$ cat src/rtl/register_file_pkg.sv
// Shared types and default parameter values for the multi-port register file.
package register_file_pkg;

    // Clear-sweep controller states.
    typedef enum logic {
        IDLE  = 1'b0,
        SWEEP = 1'b1
    } clr_state_t;

    // Default parameter values used by register_file_mp.
    localparam int DEF_DATA_W   = 32;
    localparam int DEF_ADDR_W   = 4;
    localparam int DEF_N_RD     = 2;
    localparam int DEF_ZERO_REG = 1;
    localparam int DEF_BYPASS   = 1;

endpackage : register_file_pkg

$ cat src/rtl/register_file_rf_read_port.sv
// One combinational read port: address mux, hard-wired zero register,
// same-cycle write forwarding and read masking while a clear sweep runs.
module rf_read_port #(
    parameter int DATA_W   = 32,
    parameter int ADDR_W   = 4,
    parameter int ZERO_REG = 1,
    parameter int BYPASS   = 1
) (
    input  logic [DATA_W-1:0] i_regs [2**ADDR_W],
    input  logic [ADDR_W-1:0] i_rd_addr,
    input  logic              i_wr_fwd,
    input  logic [ADDR_W-1:0] i_wr_addr,
    input  logic [DATA_W-1:0] i_wr_data,
    input  logic [DATA_W-1:0] i_wr_mask,
    input  logic              i_busy,
    output logic [DATA_W-1:0] o_rd_data
);

    logic [DATA_W-1:0] w_stored;

    assign w_stored = i_regs[i_rd_addr];

    // Select stored, forwarded or forced-zero data for this port.
    always_comb begin
        // NOTE: o_rd_data gets a default first so every path assigns it and no latch is inferred.
        o_rd_data = w_stored;
        if (BYPASS != 0 && i_wr_fwd && i_rd_addr == i_wr_addr) begin
            o_rd_data = (w_stored & ~i_wr_mask) | (i_wr_data & i_wr_mask);
        end
        if (ZERO_REG != 0 && i_rd_addr == '0) begin
            o_rd_data = '0;
        end
        if (i_busy) begin
            o_rd_data = '0;
        end
    end

endmodule : rf_read_port

$ cat src/rtl/register_file_mp.sv
// Multi-port register file with byte-enabled writes, optional zero register,
// optional write-to-read forwarding and a sequential clear sweep.
module register_file_mp
    import register_file_pkg::*;
#(
    parameter int DATA_W   = DEF_DATA_W,
    parameter int ADDR_W   = DEF_ADDR_W,
    parameter int N_RD     = DEF_N_RD,
    parameter int ZERO_REG = DEF_ZERO_REG,
    parameter int BYPASS   = DEF_BYPASS
) (
    input  logic                     clk,
    input  logic                     rst,
    input  logic                     write,
    input  logic [ADDR_W-1:0]        wr_addr,
    input  logic [DATA_W-1:0]        wr_data,
    input  logic [DATA_W/8-1:0]      wr_be,
    input  logic [N_RD*ADDR_W-1:0]   rd_addr,
    output logic [N_RD*DATA_W-1:0]   rd_data,
    input  logic                     clr_req,
    output logic                     clr_busy,
    output logic                     wr_err
);

    localparam int              DEPTH = 2 ** ADDR_W;
    localparam int              NB    = DATA_W / 8;
    localparam logic [ADDR_W-1:0] LAST = ADDR_W'(DEPTH - 1);

    // NOTE: the storage is a flop array, not a RAM macro, because a reset must zero every entry at once.
    logic [DATA_W-1:0] r_regs [DEPTH];
    clr_state_t        r_state;
    clr_state_t        w_next_state;
    logic [ADDR_W-1:0] r_cnt;
    logic              r_wr_err;
    logic              w_busy;
    logic              w_wr_acc;
    logic [DATA_W-1:0] w_wr_mask;

    assign w_busy   = (r_state == SWEEP);
    assign clr_busy = w_busy;
    assign wr_err   = r_wr_err;

    // A write lands only when no sweep runs; zero-register writes vanish silently.
    assign w_wr_acc = write && !w_busy && !(ZERO_REG != 0 && wr_addr == '0);

    // Expand byte enables into a bit mask.
    always_comb begin
        w_wr_mask = '0;
        for (int b = 0; b < NB; b++) begin
            w_wr_mask[8*b +: 8] = {8{wr_be[b]}};
        end
    end

    // Clear-sweep next-state logic.
    always_comb begin
        w_next_state = r_state;
        case (r_state)
            IDLE:    if (clr_req)       w_next_state = SWEEP;
            SWEEP:   if (r_cnt == LAST) w_next_state = IDLE;
            default:                    w_next_state = IDLE;
        endcase
    end

    // State register; reset aborts any sweep in progress.
    always_ff @(posedge clk) begin
        // NOTE: sequential state uses non-blocking assignments so all flops update from pre-edge values.
        if (!rst) r_state <= IDLE;
        else      r_state <= w_next_state;
    end

    // Sweep counter: loads 0 on entry, saturates at the last address.
    always_ff @(posedge clk) begin
        if (!rst) begin
            r_cnt <= '0;
        end else if (r_state == IDLE && w_next_state == SWEEP) begin
            r_cnt <= '0;
        end else if (r_state == SWEEP && r_cnt != LAST) begin
            r_cnt <= r_cnt + 1'b1;
        end
    end

    // Flag a write that arrived while the sweep owned the array.
    always_ff @(posedge clk) begin
        if (!rst) r_wr_err <= 1'b0;
        else      r_wr_err <= write && w_busy;
    end

    // Register array: parallel reset, sweep zeroing, byte-masked writes.
    always_ff @(posedge clk) begin
        if (!rst) begin
            for (int i = 0; i < DEPTH; i++) begin
                r_regs[i] <= '0;
            end
        end else if (w_busy) begin
            r_regs[r_cnt] <= '0;
        end else if (w_wr_acc) begin
            r_regs[wr_addr] <= (r_regs[wr_addr] & ~w_wr_mask) | (wr_data & w_wr_mask);
        end
    end

    for (genvar k = 0; k < N_RD; k++) begin : g_rd
        rf_read_port #(
            .DATA_W   (DATA_W),
            .ADDR_W   (ADDR_W),
            .ZERO_REG (ZERO_REG),
            .BYPASS   (BYPASS)
        ) u_port (
            .i_regs    (r_regs),
            .i_rd_addr (rd_addr[k*ADDR_W +: ADDR_W]),
            .i_wr_fwd  (w_wr_acc),
            .i_wr_addr (wr_addr),
            .i_wr_data (wr_data),
            .i_wr_mask (w_wr_mask),
            .i_busy    (w_busy),
            .o_rd_data (rd_data[k*DATA_W +: DATA_W])
        );
    end

endmodule : register_file_mp
$ cat config.mk
export PLATFORM = sky130hd
export DESIGN_NAME = register_file_mp
export DESIGN_NICKNAME = d
export VERILOG_FILES = /design/src/rtl/register_file_pkg.sv /design/src/rtl/register_file_rf_read_port.sv /design/src/rtl/register_file_mp.sv
export SDC_FILE = /design/constraint.sdc
export NUM_CORES = 2
export LEC_CHECK = 0
export BUFFER_PORTS_ARGS = -buffer_cell sky130_fd_sc_hd__buf_4
export CORE_ASPECT_RATIO = 2
export CORE_UTILIZATION = 40
export CTS_CLUSTER_DIAMETER = 60
export CTS_CLUSTER_SIZE = 28
export DETAILED_ROUTE_END_ITERATION = 16
export SLEW_MARGIN = 20
export SYNTH_ARGS = -nofsm -noshare
export SYNTH_HDL_FRONTEND = slang
export SYNTH_SLANG_ARGS = --single-unit
$ cat constraint.sdc
create_clock -name clk -period 2.5 [get_ports clk]
set_input_delay 0.25 -clock clk [delete_from_list [all_inputs] [get_ports clk]]
set_output_delay 0.25 -clock clk [all_outputs]
set_load 0.01 [all_outputs]
==> impl_metrics.yaml <==
sta:
  post-route-period-util_pct: 105.4
  fmax_mhz: 379.5
  fin_skew_ns: 0.01944
  setup_viol_count_final: 40
  slew_violations: 0
  tightest_slew_ns: 1.012
  slew_headroom_pct: 32.27
  rsz0062_at_grt: "true"
  finalHoldViolCount: 0
  worst_slack_ns: -0.1348
  post-route-min-period_ns: 2.635
grt:
  grt_usage_pct: 33.54
  antenna_found_initial: 5
  grt_pass1_wl_mm: 201.3
  grt_remaining_overflow: 0
  grt_pass1_vias: 29410
  grt_max_degree: 105
floorplanning:
  num_rows: 146
  dieHeight_um: 401.9
  die_w_um: 201.9
  initial_core_util_pct: 40.43
  core_area_um2: 79100
  die_area_um2: 81160
  io-pin-count: 118
drt:
  drtIter0Drc: 3191
  viasPerCell: 7.070
  num_vias: 29000
  dr.pass1.iters: 6
  postRouteAntennaNets: 0
  wl_mm: 138.5
  drc: 0
  detail_route.wl_per_cell_um: 33.76
finish:
  layout-drive-gt1-share_pct: 35.81
  final_cells: 4102
  finalNetCount: 3095
  mostFrequentLayoutCell: "dfxtp_1"
  areaGrowthSynthToFinish_pct: 18.08
  mostFrequentLayoutCells: "dfxtp_1 (420), a22o_1 (364), mux4_2 (318)"
  fin_util_pct: 47.74
worst_setup_path:
  r2r_cells: 7
  reg2reg_slack_ns: 0.08
  critical_path.top_delay_family: "compound AO/OA/AOI/OAI gates"
  path_cells: "mux4_2, nor2b_1, a211oi_1, a21oi_1, a22o_1, buf_4"
  timing.rr.start: "clr_busy"
  cp.arrival_ns: 2.38
  critPathCapture: "rd_data[40]"
  critical_path_cell_count: 6
  path_buf_inv: 1
  critPathSlowestCell: "mux4_2"
  crit_path_max_incr_delay_ns: 0.45
  required_ns: 2.25
  worstSetupStartpoint: "r_regs[392]"
  worstSetupPathType: "flip-flop to primary output"
  reg2reg_to: "r_regs[50]"
  crit_path_end_kind: "primary output"
  cp-start-kind: "flip-flop"
  cp_max_fo: 4
clock_network:
  insertion_delay_ns: 0.66
  cts.path.max_buffers: 3
  root_buffer: "clkbuf_16"
  clkSinkCount: 518
  path_clk_slew_ns: 0.12
  cts_tree: "done"
  cts-htree-levels: 1
  cts_buffers: 30
flow_run:
  max-cap-violations: 0
logic_synthesis:
  yosysWarnings: 0
  syn_area_um2: 31980
  ys_seq_area_share_pct: 32.43
  synth.avg_cell_area_um2: 10.94
  ys_ff_latch: 518
  yosys.cell_types.count: 68
  synth_edf_count: 0
  ys_async_sr_fraction_pct: 0
  syn_inst: 2924
  mappedNetlistNets: 2980
  ys.flop_type: "dfxtp_1"
placed_design:
  pre_cts_ws_ns: -0.06559
  placedCellCount: 4002
  port_buffers: 117
  gp_congestion: 0.9210
  dpl.hpwl_mm: 90.73
run_status:
  violations: "negative setup slack"
  status: "finished with violations"
pwr:
  ir_drop_mv: 0.4547
  leakagePower_uw: 0.01386
  power_density_nw_per_um2: 477.8
hold_path:
  hp-class: "primary input to flip-flop"
[where the power goes]
| group | internal, µW | switching (µW) | total (µW) |
|---|---|---|---|
| combinational | 1330 | 2090 | 3420 |
| clock | 2780 | 3400 | 6180 |
| sequential | 8340 | 101 | 8440 |
| total | 12400 | 5600 | 18000 |
[cell families after synthesis]
| group | after synthesis | synth area share (%) |
|---|---|---|
| AND/OR/NAND/NOR | 707 | 12.70 |
| multiplexers | 514 | 28.63 |
| AO/OA/AOI/OAI | 833 | 20.28 |
| buffers and inverters | 338 | 5.489 |
| XOR/XNOR | 10 | 0.3208 |
| adder cells (fa/ha/maj) | 4 | 0.1565 |
| flip-flops | 518 | 32.43 |
[cell usage after synthesis, types with 64 or more instances]
library cell / number / area [µm²]
dfxtp_1: 518 / 10370
a22o_1: 368 / 3223
mux4_2: 318 / 7162
mux2i_1: 194 / 1942
a21oi_1: 179 / 895.9
clkbuf_1: 174 / 653.1
nand3_1: 150 / 750.7
nand2_1: 116 / 435.4
nor2_1: 108 / 405.4
or3_1: 90 / 563.0
buf_2: 83 / 415.4
nor2b_1: 70 / 437.9
a211oi_1: 64 / 480.5
[metrics by stage]
stage	area [µm²]	hold WS [ns]	setup TNS (ns)	power, µW
finish	37760	0.1093	-1.670	18040
global route	37750	0.09070	-4.894	18520
CTS	37520	0.07475	-1.593	18020
detailed placement	35410	0.4881	-0.1790	11850
global placement	35410	0.4727	-0.1926	11800
floorplan	31980	0.4175	0	10480
[worst min path at each step]
stage | startpoint | to | slack [ns] | depth (start not counted)
finish | wr_data[26] | r_regs[442] | 0.11 | 4
CTS | wr_data[29] | r_regs[445] | 0.07 | 4
floorplan | clr_req | clr_busy | 0.42 | 2
detailed placement | r_regs[486] | r_regs[486] | 0.49 | 1
global placement | r_regs[165] | r_regs[165] | 0.47 | 2
global route | wr_data[26] | r_regs[442] | 0.09 | 4
[area by class of cell]
class / count / area [µm²]
fillers: 7121 / 41340
repair buffers: 412 / 4230
clock buffers: 33 / 803.3
well taps: 1036 / 1296
flip-flops and latches: 518 / 10500
clock inverters: 23 / 309.0
multi-input cells: 2068 / 20580
diodes: 3 / 7.507
inverters: 9 / 38.79
[repair_timing]
| action | 4_1_cts | 5_1_grt |
|---|---|---|
| gates resized for setup | 214 | 59 |
| setup buffers | 37 | 4 |
| endpoints found under the hold margin | 5 | 0 |
| pin swaps | 103 | 21 |
| hold buffers | 1 | 0 |
| setup endpoints to repair | 64 | 64 |
[worst min-delay path, delay by kind of cell]
kind            cells  cell delay [ns]
compound gates      1             0.13
simple gates        2             0.25
buf+inv             1             0.10
[sequential cells by signal, indices dropped and copies added (netlist names)]
signal / count
wr_err: 1
r_regs: 512
clr_busy: 1
r_cnt: 4
[routing by layer]
metal  part of all wire, %  track usage, %  up-vias
met2                    48           55.76     1934
met3                   9.0           5.207      663
met5                 0.022               0        -
met1                    33           37.43    14570
li1                      -               -    11830
met4                   9.9           28.46        4
Note: power is estimated with default switching activity, not from simulation.
